`src/rtl/queue_monitor.sv`:
```
// Queue occupancy monitor: edge-detected entry/exit photocells drive a saturating people counter
// with registered flags. Define WAIT_EST_EN to compile in the serial wait-time estimator.
module queue_monitor #(
  parameter int unsigned N      = 3,
  parameter int unsigned DEPTH  = 7,
  parameter int unsigned AF_LVL = DEPTH - 1,
  parameter int unsigned AE_LVL = 1,
  parameter int unsigned T_W    = 2,
  parameter int unsigned SVC_T  = 3,
  parameter int unsigned W_W    = 8
) (
  input  logic           clk,
  input  logic           reset,
  input  logic           front_sensor,
  input  logic           back_sensor,
  input  logic [T_W-1:0] Tcount,
  output logic [N-1:0]   Pcount,
  output logic           empty_flag,
  output logic           full_flag,
  output logic           almost_empty,
  output logic           almost_full,
  output logic           overflow_err,
  output logic           underflow_err,
  output logic [W_W-1:0] Wtime,
  output logic           wt_valid
);

  localparam logic [N-1:0] DepthVal = N'(DEPTH);

  logic         front_q, back_q;
  logic [N-1:0] pcount_d, pcount_q;
  logic         empty_d, empty_q, full_d, full_q;
  logic         ae_d, ae_q, af_d, af_q;
  logic         ovf_d, ovf_q, unf_d, unf_q;
  logic         ent, ext;

  always_comb begin
    ent      = front_sensor & ~front_q;
    ext      = back_sensor & ~back_q;
    pcount_d = pcount_q;
    ovf_d    = 1'b0;
    unf_d    = 1'b0;
    if (ent && !ext) begin
      if (pcount_q < DepthVal) pcount_d = pcount_q + N'(1);
      else                     ovf_d    = 1'b1;
    end else if (ext && !ent) begin
      if (pcount_q != '0) pcount_d = pcount_q - N'(1);
      else                unf_d    = 1'b1;
    end else if (ent && ext && pcount_q == '0) begin
      // Empty queue: the exit cannot be honoured, but the entry still counts.
      pcount_d = pcount_q + N'(1);
      unf_d    = 1'b1;
    end
    empty_d = (pcount_d == '0);
    full_d  = (pcount_d == DepthVal);
    af_d    = (32'(pcount_d) >= AF_LVL);
    ae_d    = (32'(pcount_d) <= AE_LVL);
  end

  always_ff @(posedge clk) begin
    if (reset) begin
      front_q  <= 1'b0;
      back_q   <= 1'b0;
      pcount_q <= '0;
      empty_q  <= 1'b1;
      full_q   <= 1'b0;
      ae_q     <= 1'b1;
      af_q     <= 1'b0;
      ovf_q    <= 1'b0;
      unf_q    <= 1'b0;
    end else begin
      front_q  <= front_sensor;
      back_q   <= back_sensor;
      pcount_q <= pcount_d;
      empty_q  <= empty_d;
      full_q   <= full_d;
      ae_q     <= ae_d;
      af_q     <= af_d;
      ovf_q    <= ovf_d;
      unf_q    <= unf_d;
    end
  end

  assign Pcount        = pcount_q;
  assign empty_flag    = empty_q;
  assign full_flag     = full_q;
  assign almost_empty  = ae_q;
  assign almost_full   = af_q;
  assign overflow_err  = ovf_q;
  assign underflow_err = unf_q;

`ifdef WAIT_EST_EN
  localparam int unsigned NumMax = SVC_T * ((1 << N) + (1 << T_W));
  localparam int unsigned NumW   = $clog2(NumMax + 1);
  localparam int unsigned WMax   = (1 << W_W) - 1;

  localparam logic [1:0] StIdle = 2'd0;
  localparam logic [1:0] StLoad = 2'd1;
  localparam logic [1:0] StCalc = 2'd2;

  logic [1:0]      st_d, st_q;
  logic [NumW-1:0] rem_d, rem_q, quo_d, quo_q;
  logic [T_W-1:0]  den_d, den_q, tc_last_d, tc_last_q;
  logic [N-1:0]    pc_last_d, pc_last_q;
  logic [W_W-1:0]  wtime_d, wtime_q;
  logic            wt_valid_d, wt_valid_q;
  logic            chg;

  always_comb begin
    st_d       = st_q;
    rem_d      = rem_q;
    quo_d      = quo_q;
    den_d      = den_q;
    tc_last_d  = tc_last_q;
    pc_last_d  = pc_last_q;
    wtime_d    = wtime_q;
    wt_valid_d = wt_valid_q;
    // Inputs differ from the operands of the last division started.
    chg        = (pcount_q != pc_last_q) || (Tcount != tc_last_q);
    case (st_q)
      StLoad: begin
        pc_last_d = pcount_q;
        tc_last_d = Tcount;
        if (Tcount == '0) begin
          wtime_d    = '1;
          wt_valid_d = 1'b1;
          st_d       = StIdle;
        end else begin
          rem_d = NumW'(SVC_T) * (NumW'(pcount_q) + NumW'(Tcount) - NumW'(1));
          den_d = Tcount;
          quo_d = '0;
          st_d  = StCalc;
        end
      end
      StCalc: begin
        if (chg) begin
          st_d       = StLoad;
          wt_valid_d = 1'b0;
        end else if (rem_q < NumW'(den_q)) begin
          wtime_d    = (32'(quo_q) > WMax) ? '1 : W_W'(quo_q);
          wt_valid_d = 1'b1;
          st_d       = StIdle;
        end else begin
          rem_d = rem_q - NumW'(den_q);
          quo_d = quo_q + NumW'(1);
        end
      end
      default: begin
        if (chg) begin
          st_d       = StLoad;
          wt_valid_d = 1'b0;
        end
      end
    endcase
  end

  always_ff @(posedge clk) begin
    if (reset) begin
      st_q       <= StIdle;
      rem_q      <= '0;
      quo_q      <= '0;
      den_q      <= '0;
      tc_last_q  <= '0;
      pc_last_q  <= '0;
      wtime_q    <= '0;
      wt_valid_q <= 1'b0;
    end else begin
      st_q       <= st_d;
      rem_q      <= rem_d;
      quo_q      <= quo_d;
      den_q      <= den_d;
      tc_last_q  <= tc_last_d;
      pc_last_q  <= pc_last_d;
      wtime_q    <= wtime_d;
      wt_valid_q <= wt_valid_d;
    end
  end

  assign Wtime    = wtime_q;
  assign wt_valid = wt_valid_q;
`else
  logic unused_tcount;
  assign unused_tcount = ^Tcount;
  assign Wtime         = '0;
  assign wt_valid      = 1'b0;
`endif

endmodule
```
`config.mk`:
```
export PLATFORM = sky130hd
export DESIGN_NAME = queue_monitor
export DESIGN_NICKNAME = d
export VERILOG_FILES = /design/src/rtl/queue_monitor.sv
export SDC_FILE = /design/constraint.sdc
export NUM_CORES = 1
export LEC_CHECK = 0
export ABC_AREA = 1
export CAP_MARGIN = 25
export CORE_AREA = 5 5 42 44
export CTS_BUF_LIST = sky130_fd_sc_hd__clkbuf_4 sky130_fd_sc_hd__clkbuf_8 sky130_fd_sc_hd__clkbuf_16
export CTS_CLUSTER_SIZE = 40
export DETAILED_ROUTE_END_ITERATION = 10
export DIE_AREA = 0 0 47 49
export DONT_BUFFER_PORTS = 1
export PLACE_DENSITY_LB_ADDON = 0.3
export SYNTH_ARGS = -nofsm -noshare
export SYNTH_HDL_FRONTEND = slang
export SYNTH_SLANG_ARGS = --single-unit
export TNS_END_PERCENT = 1
```
`constraint.sdc`:
```
create_clock -name clk -period 1.5 [get_ports clk]
set_input_delay 0.225 -clock clk [delete_from_list [all_inputs] [get_ports clk]]
set_output_delay 0.225 -clock clk [all_outputs]
set_load 0.02 [all_outputs]
```
== Word level (Yosys, flattened, before mapping) ==
Cells that the tools add are included.
Word-level totals
  flip-flop bits (word level): 11
  input port bits: 6
  output and inout bits: 18
  word-level logic and storage cells: 40
Operators by class
  add/subtract/negate cells: 2
  $lt $le $gt $ge: 3
  equal/unequal tests: 1
  mux-type cells: 9
  bitwise gates (word level): 5
  reduce and logical (&&, ||, !) cells: 11
Operator list (number)
  3-bit two-way mux: 5
  3-bit zero test: 2
  1-bit logical AND: 4
  1-bit two-way mux: 4
  2-bit OR reduction: 2
  3-bit by 1-bit adder with 3-bit output, second input constant: 1
  3-bit == test, second input constant: 1
  3-bit >= comparator, second input constant: 1
  3-bit by 1-bit <= comparator with 1-bit output, second input constant: 1
  3-bit less-than comparator, second input constant: 1
  1-bit inverter: 3
  3-bit nonzero test: 1
  3-bit by 1-bit subtractor with 3-bit output, second input constant: 1
  1-bit AND: 2
  1-bit zero test: 2

== Logic depth before layout (Yosys ltp) ==
  word-level depth: 8
  depth in mapped cells: 11
  depth with buffers taken out: 11

== Worst setup path before layout ==
No wires, ideal clock.
  path kind: register -> register
  from: register pcount_q[0] (netlist: Pcount[0])
  to: register ae_q (netlist: almost_empty)
  setup time: 116 ps
  arrival: 1388 ps
  path slack: -5 ps
  cell stages (with the launch flop): 11
  buffers on the path: 0
  cell sequence: dfxtp_1 -> inv_1 -> ha_1 -> inv_1 -> nand2_1 -> nand2_1 -> a21oi_1 -> nand2_1 -> nand2_1 -> nor2_1 -> nor2_1
Between the ends
  cells in the longest elaborated chain, start to end: 6
  elaborated cells on any way between the ends: 12
RTL lines
  start: declaration: line 31  | logic [N-1:0] pcount_d, pcount_q;
  start signal: assignment: line 74  | pcount_q <= pcount_d;
  parallel branches: the longest is 4 deep, another holds 3-bit by 1-bit adder with 3-bit output
  3-bit two-way mux *: line 43  | if (ent && !ext) begin
  3-bit by 1-bit <= comparator with 1-bit output *: line 57  | ae_d = (32'(pcount_d) <= AE_LVL);
  end signal: assignment: line 67  | ae_q <= 1'b1;
  end signal: assignment: line 77  | ae_q <= ae_d;
  end: declaration: line 33  | logic ae_d, ae_q, af_d, af_q;
Every way passes the cells marked *.
A chain may end at the register's enable or synchronous reset.

== Worst setup path in the final report ==
  from: register pcount_q[1] (netlist: Pcount[1])
  to: register ae_q (netlist: almost_empty)
The elaborated chain is that of the path after synthesis.

==> metrics.csv <==
metric,value,unit
crit_start,Pcount[1],
synthFlopType,dfxtp_1,
worst_clock_skew,0.0141,ns
endpoint,almost_empty,
port_buffers,0,
n_fill_cell,130,
grt_first_pass_wirelength,2130,um
cts.reportedPaths.clkPinSlew,0.08,ns
setup_viol,0,
initialDrtViolationCount,11,
rows,14,
grt.busiest_layer,met2,
drive_gt1_share,37.6,%
layout_min_cycle_time,1.46,ns
syn2layout_area_growth,16.1,%
clk_latency,0.28,ns
die_area,0.00230,mm2
firstDrtPassIters,4,
ant_nets,0,
clockRootBuffer,clkbuf_4,
grt_max_degree,7,
fp.dieH,49,um
post-dp-hpwl,965,um
syn_avg_cell_area,7.33,um2
worstReg2RegStart,Pcount[1],
antenna_cells,0,
netlist_area,667,um2
dp_worst_setup_slack,0.0374,ns
cts_max_level,1,
cp-start-kind,register,
yosysSeqAreaShare,33.0,%
wl_per_cell,11.6,um
clkSinkCount,11,
viasPerCell,4.60,
use_met1,17.2,%
path_max_fanout,3,
clock_path_buffers,2,
fmax,684,MHz
required,1.66,ns
numCtsBuffers,3,
power_density,1180,mW/mm2
yosysMostFrequentCell,nand2_1,
die_w,47,um
antenna_found_initial,0,
ys_types,22,
p_leak,0.383,nW
routed_wl,1360,um
io_pins,24,
synth_common_cells,"nand2_1 (15), dfxtp_1 (11), inv_1 (10)",
power,911,uW
place_congestion,0.806,
yosys.area.top_type,dfxtp_1,
crit_type,reg2reg,
num_vias,538,
synth_top_area_share,33.0,%
synth.area.top_cells,"dfxtp_1 (33%), buf_4 (10%), nand2_1 (8.4%)",
max-vdd-ir-drop,0.000643,V
hold_depth,1,
synth-seq-cells,11,
r2r_slack,0.04,ns
max_cap_viol_count,0,
endpoint_kind,register,
cp.arrival,1.63,ns
r2r_cells,11,
async_flop_share,0,%
synth-warning-count,0,
synth_edf_count,0,
globalRouteMet2Util,17.9,%
start_util,47.6,%
fin_ws,0.0371,ns
rr_endpoint,almost_empty,
overflow,0,
coreArea,0.00140,mm2
grt.total_usage,13.2,%
grt_pass1_vias,466,
synthCells,91,
period_share,97.5,%
outcome,finished clean,
cts_tree,built,
use_met3,3.32,%
report.final.hold_viol_count,0,
hold_class,in2reg,
fin_nets,111,
drc,0,
slew_viol_final,0,
==> sequential cells by signal, indices dropped and copies added (netlist names) <==
register and count:
Pcount 3, almost_empty 1, almost_full 1, back_q 1, empty_flag 1, front_q 1
full_flag 1, overflow_err 1, underflow_err 1
==> where the power goes <==
group | internal (mW) | switching, mW
Combinational | 0.116 | 0.204
Clock | 0.121 | 0.104
Sequential | 0.325 | 0.0408
Total | 0.562 | 0.349
==> critical path: stages, from the launching register on <==
cell and delay, ns:
dfxtp_2 0.32, inv_2 0.09, ha_4 0.14, inv_1 0.04, nor2_2 0.13, nand3_1 0.10
nand2_1 0.10, nand3_2 0.09, nand2_1 0.08, nand2_1 0.09, nor2_2 0.13, nor2_1 0.04
==> timing repair <==
item                                   4_1_cts  5_1_grt
hold buffers                                 1        1
buffers inserted                             0        1
setup endpoints to repair                    0        5
endpoints found under the hold margin        2        2
resized for setup                            0       11
==> metrics by stage <==
step	hold slack (ns)	cells	instance area, um2	TNS (ns)	utilization, %
finish	0.0100	117	774	0	55.3
global route	0.00529	117	774	-0.150	55.3
CTS	0.00103	115	721	0	51.4
detailed placement	0.297	110	681	0	48.6
global placement	0.294	110	681	0	48.6
floorplan	0.290	99	698	0	-
==> cell families after synthesis <==
kind of cell / Yosys count / synth area share [%]
flip-flops: 11 / 33.0
other: 1 / 0.562
XOR/XNOR: 2 / 2.63
buffers and inverters: 24 / 18.6
AO/OA/AOI/OAI: 6 / 7.69
adder cells (fa/ha/maj): 3 / 5.63
AND/OR/NAND/NOR: 44 / 31.9
==> layout by cell type (no fill, tap or decap) <==
cell / instances
o21ai_0: 1
inv_1: 8
clkbuf_4: 4
dfxtp_2: 2
nor3_1: 2
ha_4: 1
nand2_2: 6
a21oi_2: 2
dlygate4sd3_1: 2
buf_4: 5
nand2_1: 15
a21boi_2: 1
dfxtp_1: 9
nand3_1: 6
inv_2: 7
nor2_4: 2
ha_1: 2
nand3_2: 2
o21ai_2: 1
a21oi_4: 1
xor2_1: 1
nor2_2: 4
conb_1: 9
nor2_1: 7
xnor2_1: 1
==> layout make-up <==
class                           instances  area (um2)  share of cell area [%]
Clock buffer                            4        30.0                    3.88
Inverter                               15        56.3                    7.27
Multi-Input combinational cell         64         388                    50.1
Sequential cell                        11         223                    28.8
Tap cell                               16        20.0                    2.58
Timing Repair Buffer                    7        57.6                    7.43
==> how the worst min path moves through the flow <==
stage / from / end
floorplan: reset / Pcount[0]
global placement: reset / Pcount[0]
detailed placement: reset / Pcount[0]
CTS: reset / back_q
global route: reset / underflow_err
finish: reset / underflow_err
==> metal layers <==
metal	share of wire [%]	wire (um)
met3	6.5	88
met5	0	0
met4	3.4	47
met2	49	670
met1	41	556
No activity file was read; power rests on OpenSTA's default activity.
